File: src/rtl/tick_bcd_counter_pkg.sv
// Shared constants and helpers for the tick-driven BCD counter and its display decoders.
package tick_bcd_counter_pkg;

    localparam int unsigned BCD_W = 4;
    localparam int unsigned SEG_W = 7;

    // Active-low segment patterns, bit order {g,f,e,d,c,b,a}
    localparam logic [SEG_W-1:0] SEG_0   = 7'b1000000;
    localparam logic [SEG_W-1:0] SEG_1   = 7'b1111001;
    localparam logic [SEG_W-1:0] SEG_2   = 7'b0100100;
    localparam logic [SEG_W-1:0] SEG_3   = 7'b0110000;
    localparam logic [SEG_W-1:0] SEG_4   = 7'b0011001;
    localparam logic [SEG_W-1:0] SEG_5   = 7'b0010010;
    localparam logic [SEG_W-1:0] SEG_6   = 7'b0000010;
    localparam logic [SEG_W-1:0] SEG_7   = 7'b1111000;
    localparam logic [SEG_W-1:0] SEG_8   = 7'b0000000;
    localparam logic [SEG_W-1:0] SEG_9   = 7'b0010000;
    localparam logic [SEG_W-1:0] SEG_OFF = 7'b1111111;

    typedef struct packed {
        logic             carry;
        logic [BCD_W-1:0] digit;
    } bcd_step_t;

    // One BCD digit step; carry flags 9->0 going up or 0->9 going down
    function automatic bcd_step_t bcd_step(input logic [BCD_W-1:0] digit, input logic up);
        bcd_step_t r;
        r.carry = 1'b0;
        r.digit = digit;
        if (up) begin
            if (digit >= BCD_W'(9)) begin
                r.carry = 1'b1;
                r.digit = '0;
            end else begin
                r.digit = digit + BCD_W'(1);
            end
        end else begin
            if (digit == '0) begin
                r.carry = 1'b1;
                r.digit = BCD_W'(9);
            end else begin
                r.digit = digit - BCD_W'(1);
            end
        end
        return r;
    endfunction

endpackage

File: src/rtl/seg7_decode.sv
// BCD digit to active-low seven-segment pattern; non-BCD codes blank the display.
module seg7_decode
    import tick_bcd_counter_pkg::*;
(
    input  logic [BCD_W-1:0] i_digit,
    output logic [SEG_W-1:0] o_seg_c
);

    always_comb begin
        o_seg_c = SEG_OFF;
        case (i_digit)
            4'd0:    o_seg_c = SEG_0;
            4'd1:    o_seg_c = SEG_1;
            4'd2:    o_seg_c = SEG_2;
            4'd3:    o_seg_c = SEG_3;
            4'd4:    o_seg_c = SEG_4;
            4'd5:    o_seg_c = SEG_5;
            4'd6:    o_seg_c = SEG_6;
            4'd7:    o_seg_c = SEG_7;
            4'd8:    o_seg_c = SEG_8;
            4'd9:    o_seg_c = SEG_9;
            default: o_seg_c = SEG_OFF;
        endcase
    end

endmodule

File: src/rtl/tick_bcd_counter.sv
// Resynchronises the slow divider output, turns its rising edges into ticks and
// drives a two-digit BCD modulo counter with seven-segment outputs.
module tick_bcd_counter
    import tick_bcd_counter_pkg::*;
#(
    parameter int unsigned MODULO      = 60,
    parameter int unsigned SYNC_STAGES = 2
) (
    input  logic             clk_i,
    input  logic             rst_i,
    input  logic             slow_i,
    input  logic             en_i,
    input  logic             up_i,
    input  logic             load_i,
    input  logic [7:0]       load_val_i,
    output logic             tick_o,
    output logic [BCD_W-1:0] units_o,
    output logic [BCD_W-1:0] tens_o,
    output logic             wrap_o,
    output logic [SEG_W-1:0] seg_units_o,
    output logic [SEG_W-1:0] seg_tens_o
);

    localparam logic [BCD_W-1:0] MAX_TENS  = BCD_W'((MODULO - 1) / 10);
    localparam logic [BCD_W-1:0] MAX_UNITS = BCD_W'((MODULO - 1) % 10);

    logic [SYNC_STAGES-1:0] r_sync;
    logic                   r_prev;
    logic                   r_tick;
    logic                   r_wrap;
    logic [BCD_W-1:0]       r_units;
    logic [BCD_W-1:0]       r_tens;

    logic                   w_sync_out;
    logic                   w_at_max;
    logic                   w_at_zero;
    logic [7:0]             w_load_bin;
    logic                   w_load_ok;
    bcd_step_t              w_units_step;
    logic [BCD_W-1:0]       w_next_units;
    logic [BCD_W-1:0]       w_next_tens;
    logic                   w_next_wrap;

    assign w_sync_out = r_sync[SYNC_STAGES-1];
    assign w_at_max   = (r_tens == MAX_TENS) && (r_units == MAX_UNITS);
    assign w_at_zero  = (r_tens == '0) && (r_units == '0);
    assign w_load_bin = 8'(load_val_i[7:4]) * 8'd10 + 8'(load_val_i[3:0]);
    assign w_load_ok  = (load_val_i[7:4] <= 4'd9) && (load_val_i[3:0] <= 4'd9)
                        && (32'(w_load_bin) < MODULO);

    // Next count for a tick; the modulus endpoints wrap explicitly
    always_comb begin
        w_next_units = r_units;
        w_next_tens  = r_tens;
        w_next_wrap  = 1'b0;
        w_units_step = bcd_step(r_units, up_i);
        if (up_i) begin
            if (w_at_max) begin
                w_next_units = '0;
                w_next_tens  = '0;
                w_next_wrap  = 1'b1;
            end else begin
                w_next_units = w_units_step.digit;
                if (w_units_step.carry) w_next_tens = r_tens + BCD_W'(1);
            end
        end else begin
            if (w_at_zero) begin
                w_next_units = MAX_UNITS;
                w_next_tens  = MAX_TENS;
                w_next_wrap  = 1'b1;
            end else begin
                w_next_units = w_units_step.digit;
                if (w_units_step.carry) w_next_tens = r_tens - BCD_W'(1);
            end
        end
    end

    always_ff @(posedge clk_i) begin
        if (rst_i) begin
            r_sync  <= '0;
            r_prev  <= 1'b0;
            r_tick  <= 1'b0;
            r_wrap  <= 1'b0;
            r_units <= '0;
            r_tens  <= '0;
        end else begin
            r_sync <= {r_sync[SYNC_STAGES-2:0], slow_i};
            r_prev <= w_sync_out;
            r_tick <= w_sync_out & ~r_prev;
            r_wrap <= 1'b0;
            // A load swallows any coincident tick
            if (load_i) begin
                r_units <= w_load_ok ? load_val_i[3:0] : '0;
                r_tens  <= w_load_ok ? load_val_i[7:4] : '0;
            end else if (r_tick && en_i) begin
                r_units <= w_next_units;
                r_tens  <= w_next_tens;
                r_wrap  <= w_next_wrap;
            end
        end
    end

    assign tick_o  = r_tick;
    assign wrap_o  = r_wrap;
    assign units_o = r_units;
    assign tens_o  = r_tens;

    seg7_decode u_seg_units (
        .i_digit (r_units),
        .o_seg_c (seg_units_o)
    );

    seg7_decode u_seg_tens (
        .i_digit (r_tens),
        .o_seg_c (seg_tens_o)
    );

endmodule

File: config.mk
export PLATFORM = sky130hd
export DESIGN_NAME = tick_bcd_counter
export DESIGN_NICKNAME = d
export VERILOG_FILES = /design/src/rtl/tick_bcd_counter_pkg.sv /design/src/rtl/seg7_decode.sv /design/src/rtl/tick_bcd_counter.sv
export SDC_FILE = /design/constraint.sdc
export NUM_CORES = 1
export LEC_CHECK = 0
export CORE_MARGIN = 5
export CORE_UTILIZATION = 40
export CTS_BUF_LIST = sky130_fd_sc_hd__clkbuf_8
export CTS_CLUSTER_SIZE = 10
export DETAILED_ROUTE_END_ITERATION = 8
export PLACE_DENSITY = 0.66
export RECOVER_POWER = 25
export SETUP_SLACK_MARGIN = 0.3
export SLEW_MARGIN = 20
export SYNTH_ARGS = -nofsm -noshare
export SYNTH_HDL_FRONTEND = slang
export SYNTH_HIERARCHICAL = 1
export SYNTH_SLANG_ARGS = --single-unit
export TNS_END_PERCENT = 100
File: constraint.sdc
create_clock -name clk_i -period 3.25 [get_ports clk_i]
set_input_delay 0.4875 -clock clk_i [delete_from_list [all_inputs] [get_ports clk_i]]
set_output_delay 0.4875 -clock clk_i [all_outputs]
set_load 0.01 [all_outputs]
# == Word level (Yosys, flattened, before mapping) ==
# Memory sizes are Yosys's and may differ from the RTL's. A register that Yosys moved wholly into a read port is not among the register bits.
# Index checks and enable logic that the tools add are counted.
# word_totals
ff_bits,13
out_inout_bits,24
rom_bits,224
in_bits,14
n_memories,2
# op_classes
bitwise_logic,3
n_mux,26
multipliers,1
eq_ne,3
add_sub_neg,5
magnitude_cmp,4
n_reduce_logical,11
# mem_list
memory,words,word_bits,rd,rd_clocked_by_memory_dff,write_ports,line,source
(no name shown),16,7,1,1,0,seg7_decode.sv:11,case (i_digit)
(no name shown),16,7,1,1,0,seg7_decode.sv:11,
# ops
op,n
4-bit 2-to-1 mux,20
4-bit by 1-bit adder with 4-bit output (second input constant),2
8-bit by 4-bit adder with 8-bit output,1
4-bit <= comparator (second input constant),2
4-bit zero test,2
8-bit by 6-bit < comparator with 1-bit output (second input constant),1
4-bit by 1-bit subtractor with 4-bit output (second input constant),2
4-bit by 3-bit multiplier with 7-bit output (second input constant),1
1-bit logical AND,5
1-bit 2-to-1 mux,5
5-bit 2-to-1 mux,1
4-bit by 3-bit equality test with 1-bit output (second input constant),1
4-bit equality test (second input constant),1
4-bit greater-or-equal comparator (second input constant),1
4-bit by 1-bit != test with 1-bit output (second input constant),1
4-bit nonzero test,1
3-bit AND reduction,1
3-bit OR reduction,1
1-bit inverter,2
2-bit nonzero test,1
1-bit AND,1

# == Longest topological paths before layout ==
# logic_depth
word_depth,10
mapped_depth,9
ltp_nobuf,9

# == Hierarchy ==
# The synthesis kept the hierarchy.
# by_module_without_submodules
mod,n_inst,cells_per_inst,area_per_inst_um2,seq_area_each_um2
tick_bcd_counter,1,156,1238.7,260.2
seg7_decode,2,33,210.2,0.0

# == Worst setup path after synthesis ==
# OpenSTA, ideal clock, no wires.
# synth_timing
kind,input -> register
start,input port load_val_i[5]
end,register r_tens[1] (netlist: tens_o[1])
setup_ns,0.092
path_slack_ns,0.811
t_required_ns,3.158
arrival_ns,2.347
cell_stages,8
path_buffers,0
cell_sequence,ha_1 -> ha_1 -> fa_1 -> o211a_1 -> mux2i_1 -> a22oi_1 -> nand3_2 -> o32ai_1
# synth_via
elab_chain_cells,6
word_cells_on_any_way,8
cone_classes,add/sub: 1; mul: 1; order compare: 2; mux: 2; reduce/logical: 2
# synth_rtl
item,line,source
"start, declared",tick_bcd_counter.sv:15,"input logic [7:0] load_val_i,"
4-bit by 3-bit multiplier with 7-bit output,tick_bcd_counter.sv:47,assign w_load_bin = 8'(load_val_i[7:4]) * 8'd10 + 8'(load_val_i[3:0]);
8-bit by 4-bit adder with 8-bit output,tick_bcd_counter.sv:47,
8-bit by 6-bit < comparator with 1-bit output,tick_bcd_counter.sv:49,&& (32'(w_load_bin) < MODULO);
1-bit logical AND,tick_bcd_counter.sv:49,
4-bit 2-to-1 mux *,tick_bcd_counter.sv:94,r_tens <= w_load_ok ? load_val_i[7:4] : '0;
4-bit 2-to-1 mux *,tick_bcd_counter.sv:92,if (load_i) begin
"end signal, assigned",tick_bcd_counter.sv:94,
"end signal, assigned",tick_bcd_counter.sv:97,r_tens <= w_next_tens;
"end, declared",tick_bcd_counter.sv:32,logic [BCD_W-1:0] r_tens;
# Every way passes the cells marked *; elsewhere a longest branch is shown, timed or not.
# A chain may end at the register's enable or synchronous reset.

# == Final worst setup path ==
# Ends and elaborated chain as after synthesis.

==> summary.md <==
| Metric | Value |
|---|---|
| Status | `complete, no violations` |
| Leading post-synthesis cells by cell area | `ha_1, dfxtp_1, o21ai_0` |
| Vias in the first global route | `1554` |
| Max-cap violation count | `0` |
| Ys Warns | `6` |
| Clock Latency Late Sink | `240 ps` |
| Fin. Hold Viols | `0` |
| DRT iter0 DRCs | `148` |
| WP data required | `3400 ps` |
| # clock sinks | `13` |
| Slew @ Worst Pin | `692 ps` |
| Reg2Reg Depth | `7` |
| Post-synthesis sequential area ratio | `0.157` |
| Area growth, synth to finish | `27.7%` |
| Post-synth top area share | `0.173` |
| Final nets | `297` |
| Vias after detailed routing | `1632` |
| Vias per cell | `5.32` |
| I/O Buffers | `37` |
| R2r setup slk | `1080 ps` |
| Die ar. | `0.00554 sq mm` |
| DR WL/cell | `13.1 microns` |
| Uppermost layer routed | `met4` |
| First-pass GRT wire length | `6.93 mm` |
| Yosys top cell by area | `ha_1` |
| Die H | `74.4 microns` |
| Reg2reg end | `tens_o[2]$_SDFFE_PP0P_` |
| Proportion of layout cells with a drive suffix above 1 | `0.0700` |
| CP Launch Type | `input pin` |
| Met2 wire len | `1.91 mm` |
| Ports | `38` |
| CTS max path bufs | `2` |
| DR pass1 iterations | `4` |
| CP Max Fanout | `6` |
| Worst VDD drop | `218 uV` |
| Met3 WL | `159 microns` |
| Die width | `74.4 microns` |
| Clk pin slew, worst setup/hold paths | `60 ps` |
| RR Startpoint | `units_o[1]$_SDFFE_PP0P_` |
| Multi-input gate area | `0.00128 sq mm` |
| GRT Total Usage | `0.153` |
| Ys async rst share | `0` |
| CTS tree | `yes` |
| Filler cell count | `408` |
| Sink of the worst hold path | `tick_o$_SDFF_PP0_` |
| Setup Crit Path Kind | `input pin to flip-flop` |
| FF+latch area | `260 sq um` |
| Max-slew violation count | `0` |
| Cells after Synth | `222` |
| CTS buffer count | `3` |
| Leak | `0.869 nW` |
| Finish-stage setup viols | `0` |
| Cts hold-fix bufs | `0` |
| Hold crit path type | `flip-flop to flip-flop` |
| Netlist cell types | `47` |
| Syn Area/Cell | `7.47 sq um` |
| Hold Path Origin | `r_prev$_SDFF_PP0_` |
| Final Wtd Congestion | `0.842` |
| Max Freq | `0.354 GHz` |
| Fin Hold WS | `382 ps` |
| Starting Density | `0.415` |
| Site row count | `23` |
| GR Overflow Total | `0` |
| Met1 WL | `1.91 mm` |
| Post-route minimum period | `2820 ps` |
| Placed cell areas | `0.00207 sq mm` |
| Relative slew slack | `0.538` |
| Final HPWL DP | `3.14 mm` |
| Antenna cells | `0` |
| Cell Area, Synth | `0.00166 sq mm` |
| Crit. End Element | `flip-flop` |
| Final WL | `4.01 mm` |
| RSZ-0062 raised after global routing | `false` |
| Non-Filler Cell Area, Final | `0.00212 sq mm` |
| Root Buffer | `clkbuf_8` |
| Pin count of the biggest net entering global routing | `23` |
| Number of synthesized register bits | `13` |
| Crit path DAT | `2970 ps` |
| Final ANT Viol Nets | `0` |
| Post-route clock period utilization | `0.868` |
| Syn_nets | `261` |
| Synth Flop Type | `dfxtp_1` |
| Post-synth EDFFs | `0` |
| Most common library cells after synthesis | `ha_1, nor2_1, o21ai_0, inv_1, nand2b_1` |
| Hold Crit Depth | `1` |
| Core footprint | `0.00400 sq mm` |
| # DRC | `0` |
| Worst Skew | `2.47 ps` |
| Final setup margin | `428 ps` |
| H-tree Lvls | `1` |
| Antenna violations before repair | `0` |
| Final setup TNS | `0 ps` |
| P per Cell Area | `266 mW/mm^2` |
| Pre-CTS WS | `109 ps` |
worst max path at each step:
stage / cells after the start / endpoint / slack, ps / start
4_1_cts: 9 / tens_o[1]$_SDFFE_PP0P_ / 350 / load_val_i[5]
5_1_grt: 9 / tens_o[1]$_SDFFE_PP0P_ / 310 / load_val_i[5]
3_3_place_gp: 9 / tens_o[1]$_SDFFE_PP0P_ / 180 / load_val_i[5]
3_5_place_dp: 9 / tens_o[1]$_SDFFE_PP0P_ / 110 / load_val_i[5]
2_1_floorplan: 8 / tens_o[1]$_SDFFE_PP0P_ / 810 / load_val_i[5]
6_report: 9 / tens_o[1]$_SDFFE_PP0P_ / 430 / load_val_i[5]
layer usage:
metal,vias to the layer above,track usage
met2,25,0.255
met5,-,0
li1,849,-
met1,754,0.211
met3,4,0.0216
met4,0,0.0296
area by class of cell:
class / count / area share
clock buffers: 3 / 0.0195
clock inverters: 1 / 0.00236
inverters: 17 / 0.0301
multi-input cells: 181 / 0.603
flip-flops and latches: 13 / 0.123
well taps: 50 / 0.0295
repair buffers: 42 / 0.193
worst max-delay path, cell delays in order:
cell and delay (ps):
clkdlybuf4s50_1 460, ha_1 340, ha_1 200, fa_1 560, o211a_1 180, mux2i_1 80, a22oi_2 270, nand3_2 160
o32ai_1 220
kinds of logic after synthesis:
kind of cell / synth area share
xor+xnor: 0.0317
compound gates: 0.255
fa+ha+maj: 0.198
flops: 0.157
mux: 0.0121
simple gates: 0.271
buf+inv: 0.0762
report_power, final:
part | switching [mW] | total [mW] | internal [mW]
clock network | 0.0572 | 0.142 | 0.0846
registers | 0.0163 | 0.182 | 0.166
logic | 0.118 | 0.239 | 0.120
total | 0.192 | 0.563 | 0.371
stage by stage:
stage                util  power (mW)  cells
floorplan               -       0.328    222
global placement    0.517       0.421    303
detailed placement  0.517       0.424    303
CTS                 0.528       0.569    307
global route        0.530       0.600    307
finish              0.530       0.563    307
placed cells by master (no fill, tap or decap), types with 3 or more instances in the layout:
cell type and n:
a21o_1 4, a21oi_1 8, a31oi_1 4, and3_1 3
buf_4 5, clkbuf_8 3, clkdlybuf4s50_1 32, dfxtp_1 13
dlygate4sd3_1 5, ha_1 23, inv_1 17, nand2_1 13
nand2b_1 14, nand3_1 3, nand4_1 3, nor2_1 23
nor2b_1 6, nor3_1 7, o21ai_0 22, o221ai_1 4
o22ai_1 4, or2b_1 3, xnor2_1 4
sequential cells by signal, summed over array words and instances (netlist names):
name / count
tens_o: 4
units_o: 4
r_sync: 2
r_prev: 1
tick_o: 1
wrap_o: 1
what timing repair did:
action	CTS	global route
buffers inserted	0	0
gates resized for setup	0	1
endpoints found under the setup margin	0	4
Note: power is estimated with default switching activity, not from simulation.
